`config.mk`:
```
export PLATFORM = sky130hd
export DESIGN_NAME = sms_card_dot_receiver
export DESIGN_NICKNAME = d
export VERILOG_FILES = /design/src/rtl/sms_card_dot_receiver.sv
export SDC_FILE = /design/constraint.sdc
export NUM_CORES = 1
export LEC_CHECK = 0
export CAP_MARGIN = 15
export CORE_MARGIN = 2
export CORE_UTILIZATION = 45
export CTS_CLUSTER_DIAMETER = 80
export CTS_CLUSTER_SIZE = 24
export DETAILED_ROUTE_END_ITERATION = 8
export GPL_TIMING_DRIVEN = 0
export PLACE_DENSITY = 0.73
export SLEW_MARGIN = 15
export SYNTH_ARGS = -nofsm -noshare
export SYNTH_HDL_FRONTEND = slang
export SYNTH_SLANG_ARGS = --single-unit
export TNS_END_PERCENT = 1
```
`constraint.sdc`:
```
create_clock -name clk -period 2 [get_ports clk]
set_input_delay 0.4 -clock clk [delete_from_list [all_inputs] [get_ports clk]]
set_output_delay 0.4 -clock clk [all_outputs]
set_load 0.02 [all_outputs]
```
`src/rtl/sms_card_dot_receiver.sv`:
```
// Dot-AND receiver for two open-collector lines: synchronize, debounce-filter,
// detect edges and drive a gated set/toggle trigger with a glitch counter.
module sms_card_dot_receiver #(
   parameter int unsigned SYNC_STAGES   = 2,
   parameter int unsigned FILTER_CYCLES = 3
) (
   input  logic       clk,
   input  logic       rst_n,
   input  logic       line_a,
   input  logic       line_b,
   input  logic       gate,
   input  logic       toggle,
   input  logic       trig_clr,
   output logic       level,
   output logic       fall,
   output logic       rise,
   output logic       trig,
   output logic       trig_n,
   output logic [7:0] glitch_cnt
);

   localparam logic [3:0] CNT_LAST = 4'(FILTER_CYCLES - 1);

   logic [SYNC_STAGES-1:0] sync_a_q, sync_b_q;
   logic                   s;
   logic [3:0]             cnt_q, cnt_d;
   logic                   level_q, level_d;
   logic                   level_dly_q;
   logic [7:0]             glitch_q, glitch_d;
   logic                   trig_q, trig_d;

   // Lines idle high, so every synchronizer stage resets to 1.
   always_ff @(posedge clk or negedge rst_n) begin
      if (!rst_n) begin
         sync_a_q <= '1;
         sync_b_q <= '1;
      end else begin
         sync_a_q <= {sync_a_q[SYNC_STAGES-2:0], line_a};
         sync_b_q <= {sync_b_q[SYNC_STAGES-2:0], line_b};
      end
   end

   assign s = sync_a_q[SYNC_STAGES-1] & sync_b_q[SYNC_STAGES-1];

   always_comb begin
      cnt_d    = cnt_q;
      level_d  = level_q;
      glitch_d = glitch_q;
      if (s != level_q) begin
         if (cnt_q >= CNT_LAST) begin
            level_d = s;
            cnt_d   = '0;
         end else begin
            cnt_d = cnt_q + 4'd1;
         end
      end else begin
         cnt_d = '0;
         // A partially counted transition that fell back is a rejected glitch.
         if (cnt_q != '0 && glitch_q != '1)
            glitch_d = glitch_q + 8'd1;
      end
   end

   always_comb begin
      trig_d = trig_q;
      if (trig_clr)
         trig_d = 1'b0;
      else if (fall && gate)
         trig_d = toggle ? ~trig_q : 1'b1;
   end

   always_ff @(posedge clk or negedge rst_n) begin
      if (!rst_n) begin
         cnt_q       <= '0;
         level_q     <= 1'b1;
         level_dly_q <= 1'b1;
         glitch_q    <= '0;
         trig_q      <= 1'b0;
      end else begin
         cnt_q       <= cnt_d;
         level_q     <= level_d;
         level_dly_q <= level_q;
         glitch_q    <= glitch_d;
         trig_q      <= trig_d;
      end
   end

   assign level      = level_q;
   assign fall       = level_dly_q & ~level_q;
   assign rise       = ~level_dly_q & level_q;
   assign trig       = trig_q;
   assign trig_n     = ~trig_q;
   assign glitch_cnt = glitch_q;

endmodule

```
=== Word level (Yosys, flattened, before mapping) ===
Cells that the tools add are included.

* Register bits: 19
* Input bits: 7
* Output and inout bits: 13
* Logic and storage cells: 30

* Add/sub/neg operators: 2
* $lt $le $gt $ge: 1
* Equality and inequality tests: 2
* Multiplexer cells: 5
* Bitwise operators: 7
* Reduce and logical (&&, ||, !) cells: 6

{| class="wikitable"
|+ Operator list
! operator !! count
|-
| $add 8x1->8 const B || 1
|-
| $mux 4 || 2
|-
| $ne 8x8->1 const B || 1
|-
| $add 4x1->4 const B || 1
|-
| $ge 4x2->1 const B || 1
|-
| $not 1->1 || 4
|-
| $reduce_and 2->1 || 2
|-
| $reduce_bool 4->1 || 1
|-
| $and 1x1->1 || 3
|-
| $mux 1 || 3
|-
| $logic_and 1x1->1 || 2
|-
| $reduce_bool 2->1 || 1
|-
| $ne 1x1->1 || 1
|}

=== Depth between registers and ports, before layout ===
* Depth in word-level cells: 5
* Gate-level depth with buffers: 6
* Depth with buffers taken out: 6

=== Least setup slack after synthesis ===
Ideal clock, no wire load.

* Path type: register to register
* Start point: reg level_q, in the netlist level
* End point: reg glitch_q[5], in the netlist glitch_cnt[5]
* Setup time: 0.125 ns
* Arrival: 1.563 ns
* Path slack: 0.312 ns
* Stages on the path, launching flop included: 5
* Period minus slack after synthesis: 1.688 ns
* Path through: dfstp_2 > and3b_4 > nor4_4 > nand3_2 > mux2_4

* Cells in the longest elaborated chain, start to end: 3

{| class="wikitable"
|+ Ends and longest elaborated chain
! what !! RTL line !! RTL
|-
| from (decl) || 27 || <nowiki>logic level_q, level_d;</nowiki>
|-
| from (signal assigned) || 81 || <nowiki>level_q <= level_d;</nowiki>
|-
| $ne 1x1->1 || 49 || <nowiki>if (s != level_q) begin</nowiki>
|-
| $not 1->1 (no line) || - ||
|-
| $reduce_and 2->1 (no line) || - ||
|-
| to (signal assigned) || 83 || <nowiki>glitch_q <= glitch_d;</nowiki>
|-
| to (decl) || 29 || <nowiki>logic [7:0] glitch_q, glitch_d;</nowiki>
|}

No other way between the ends.
A chain may end at the register's enable or synchronous reset.

=== Final worst setup path ===
* Start point: reg level_q, in the netlist level
* End point: out level

{| class="wikitable"
|+ RTL lines
! what !! RTL line !! RTL
|-
| to (decl) || 14 || <nowiki>output logic level,</nowiki>
|}

No word-level cell between the ends.

==> results.cfg <==
[routing]
wirelength_um = 1390
dr.pass1.iters = 4
drt_iter0_markers = 11
viasPerCell = 4.98
drtAntennaViolNets = 0
vias = 598
route.detailed.drc = 0
wl_per_cell_um = 11.6

[worst_setup_path]
critPathArrivalTime_ns = 1.46
critPathCaptureType = primary output
reg2reg_to = glitch_cnt[1]
reg2reg_slack_ns = 0.27
reg2reg_from = level
worstPathCellList = clkdlybuf4s50_1
path_buf_inv = 1
startpoint_type = register
cp_max_fo = 7
slowest_delay_ns = 0.61
worstPathRequired_ns = 1.60
critPathTopFamily = buffers and inverters
critPathSlowestCell = clkdlybuf4s50_1
r2r_cells = 4
worstSetupPathType = reg -> out

[clock_network]
tritoncts = yes
clock_latency_ns = 0.29
clockBufferDepth = 2
cts_max_level = 1
cts_inserted_buffers = 3
clock-sinks = 19
path_clk_slew_ns = 0.11
clockRootBuffer = clkbuf_4

[power]
p_leak_nw = 0.489
p_seq_frac = 0.479
total_power_mw = 1.17
swShare = 0.347
vdd_drop_max_mv = 0.880
p_int_mw = 0.765
combinationalPowerShare = 0.364
clkPwrFrac = 0.157
switchingPower_mw = 0.407
powerDensity_nw_per_um2 = 1050

[logic_synthesis]
ys_warn_count = 0
syn_area_um2 = 872
syn_inst = 72
ys_ff_latch = 19
avgSynthCellArea_um2 = 12.1
yosysUniqueCellTypes = 31
synth.yosys.seq_area_share = 0.554
syn_nets = 83

[global_routing]
grt_max_degree = 20
gr-total-overflow = 0
antenna_found_initial = 0
track_usage = 0.147
grt_pass1_vias = 547
grt_first_pass_wirelength_um = 2350

[final_layout]
syn_to_final_growth_pct = 28.1
design_area_um2 = 1120
seqCellArea_um2 = 483
n_fill_cell = 161
drive_gt1_frac = 0.179
multi_input_area_um2 = 374
antennaDiodeCount = 0
final_nets = 107

[timing]
max_slew.worst_pin.slew_ns = 0.793
hold_violations = 0
fmax_ghz = 0.537
setup_violations = 0
tns_ns = 0
max-slew-margin-rel = 0.470
skew_ns = 0.0153
hold_ws_ns = 0.351
drv_slew = 0
timing.final.crit_period_ns = 1.86
grt_setup_unrepaired = false
finalCritPeriodShare = 0.932

[floorplan]
die-area_um2 = 2310
die_width_um = 48.0
core_area_um2 = 1780
die_h_um = 48.0
initial_core_util = 0.489
rows = 15
io_pins = 20

[place]
place_congestion = 0.737
hpwl_um = 1070
portBuffers = 19
post_dp_cell_area_um2 = 1090

[min_path]
hold-path-cell-count = 0
min-delay-start = sync_a_q[0]
hp-class = reg -> reg
min_to = sync_a_q[1]

[outcome]
run_status = finished, final reports clean

[run]
maxCapViolCount = 0
[worst max path at each step]
| stage | cells after the start | end | start |
|---|---|---|---|
| floorplan | 4 | glitch_cnt[5] | level |
| global placement | 2 | fall | level |
| detailed placement | 4 | glitch_cnt[1] | level |
| CTS | 1 | level | level |
| global route | 1 | level | level |
| finish | 1 | level | level |
[sequential cells by signal, summed over array words and instances, names as in the netlist]
register,flops
glitch_cnt,8
level_dly_q,1
sync_b_q,2
sync_a_q,2
trig,1
cnt_q,4
level,1
[cell usage in the layout (no fill, tap or decap), drive strengths merged, types with 3 or more instances in the layout]
master / synthesis / layout
clkdlybuf4s50: 0 / 17
dfrtp: 13 / 13
nand3: 7 / 7
dfstp: 6 / 6
and3: 5 / 5
nand2: 5 / 5
inv: 4 / 4
ha: 4 / 4
clkbuf: 0 / 4
mux2: 3 / 3
[layout make-up]
cell class,count,share of cell area
tap,25,0.0280
timing repair buffer,19,0.168
sequential,19,0.432
multi-input combinational,49,0.335
inverter,4,0.0134
clock buffer,4,0.0235
[cells by family after synthesis]
kind of cell / Yosys count / share of synthesized area
buf+inv: 4 / 0.0172
xor+xnor: 3 / 0.0301
flops: 19 / 0.554
fa+ha+maj: 4 / 0.0574
other cells: 1 / 0.00430
simple gates: 32 / 0.244
compound gates: 5 / 0.0387
mux: 4 / 0.0545
[layer usage]
layer,wire [um],part of all wire,up-vias,global-route usage
li1,-,-,295,-
met3,33,0.024,2,0.0340
met5,0,0,-,0
met2,667,0.48,7,0.213
met1,674,0.49,294,0.215
met4,12,0.0086,0,0.0486
[cells in the mapped netlist]
cell / count / area [um2]
dfrtp_1: 13 / 325
dfstp_2: 6 / 158
nand3_1: 6 / 30.0
and3_1: 5 / 31.3
nand2_1: 5 / 18.8
ha_1: 4 / 50.1
inv_1: 4 / 15.0
mux2_1: 2 / 22.5
nand4_1: 2 / 12.5
nor2_1: 2 / 7.51
o21ai_0: 2 / 10.0
xnor2_1: 2 / 17.5
a21boi_2: 1 / 11.3
a21oi_1: 1 / 5.00
and2_1: 1 / 6.26
and2b_1: 1 / 7.51
and3b_4: 1 / 12.5
and4_1: 1 / 8.76
conb_1: 1 / 3.75
mux2_4: 1 / 15.0
mux2i_1: 1 / 10.0
nand3_2: 1 / 10.0
nor2b_1: 1 / 6.26
nor3_1: 1 / 5.00
nor3_2: 1 / 10.0
nor3b_2: 1 / 12.5
nor4_1: 1 / 6.26
nor4_4: 1 / 21.3
o21a_1: 1 / 7.51
or2_2: 1 / 6.26
xor2_1: 1 / 8.76
[power by group through the flow]
| stage | clock network, mW | logic [mW] | registers (mW) |
|---|---|---|---|
| after floorplan | 0 | 0.161 | 0.634 |
| after global placement | 0 | 0.423 | 0.565 |
| after detailed placement | 0 | 0.430 | 0.569 |
| after CTS | 0.192 | 0.432 | 0.563 |
| after global routing | 0.210 | 0.468 | 0.579 |
| final | 0.184 | 0.426 | 0.562 |
[per-stage QoR]
stage / instances / util / worst slack, ns
3_5_place_dp: 116 / 0.613 / 0.257
3_3_place_gp: 116 / 0.613 / 0.298
6_report: 120 / 0.627 / 0.136
4_1_cts: 120 / 0.627 / 0.117
2_1_floorplan: 72 / - / 0.312
5_1_grt: 120 / 0.627 / 0.0705
[what timing repair did]
item,CTS,global route
endpoints found under the setup margin,2,0
resized for setup,2,0
hold buffers,0,0
setup buffers,0,0
Power figures use the tool's default switching activity.
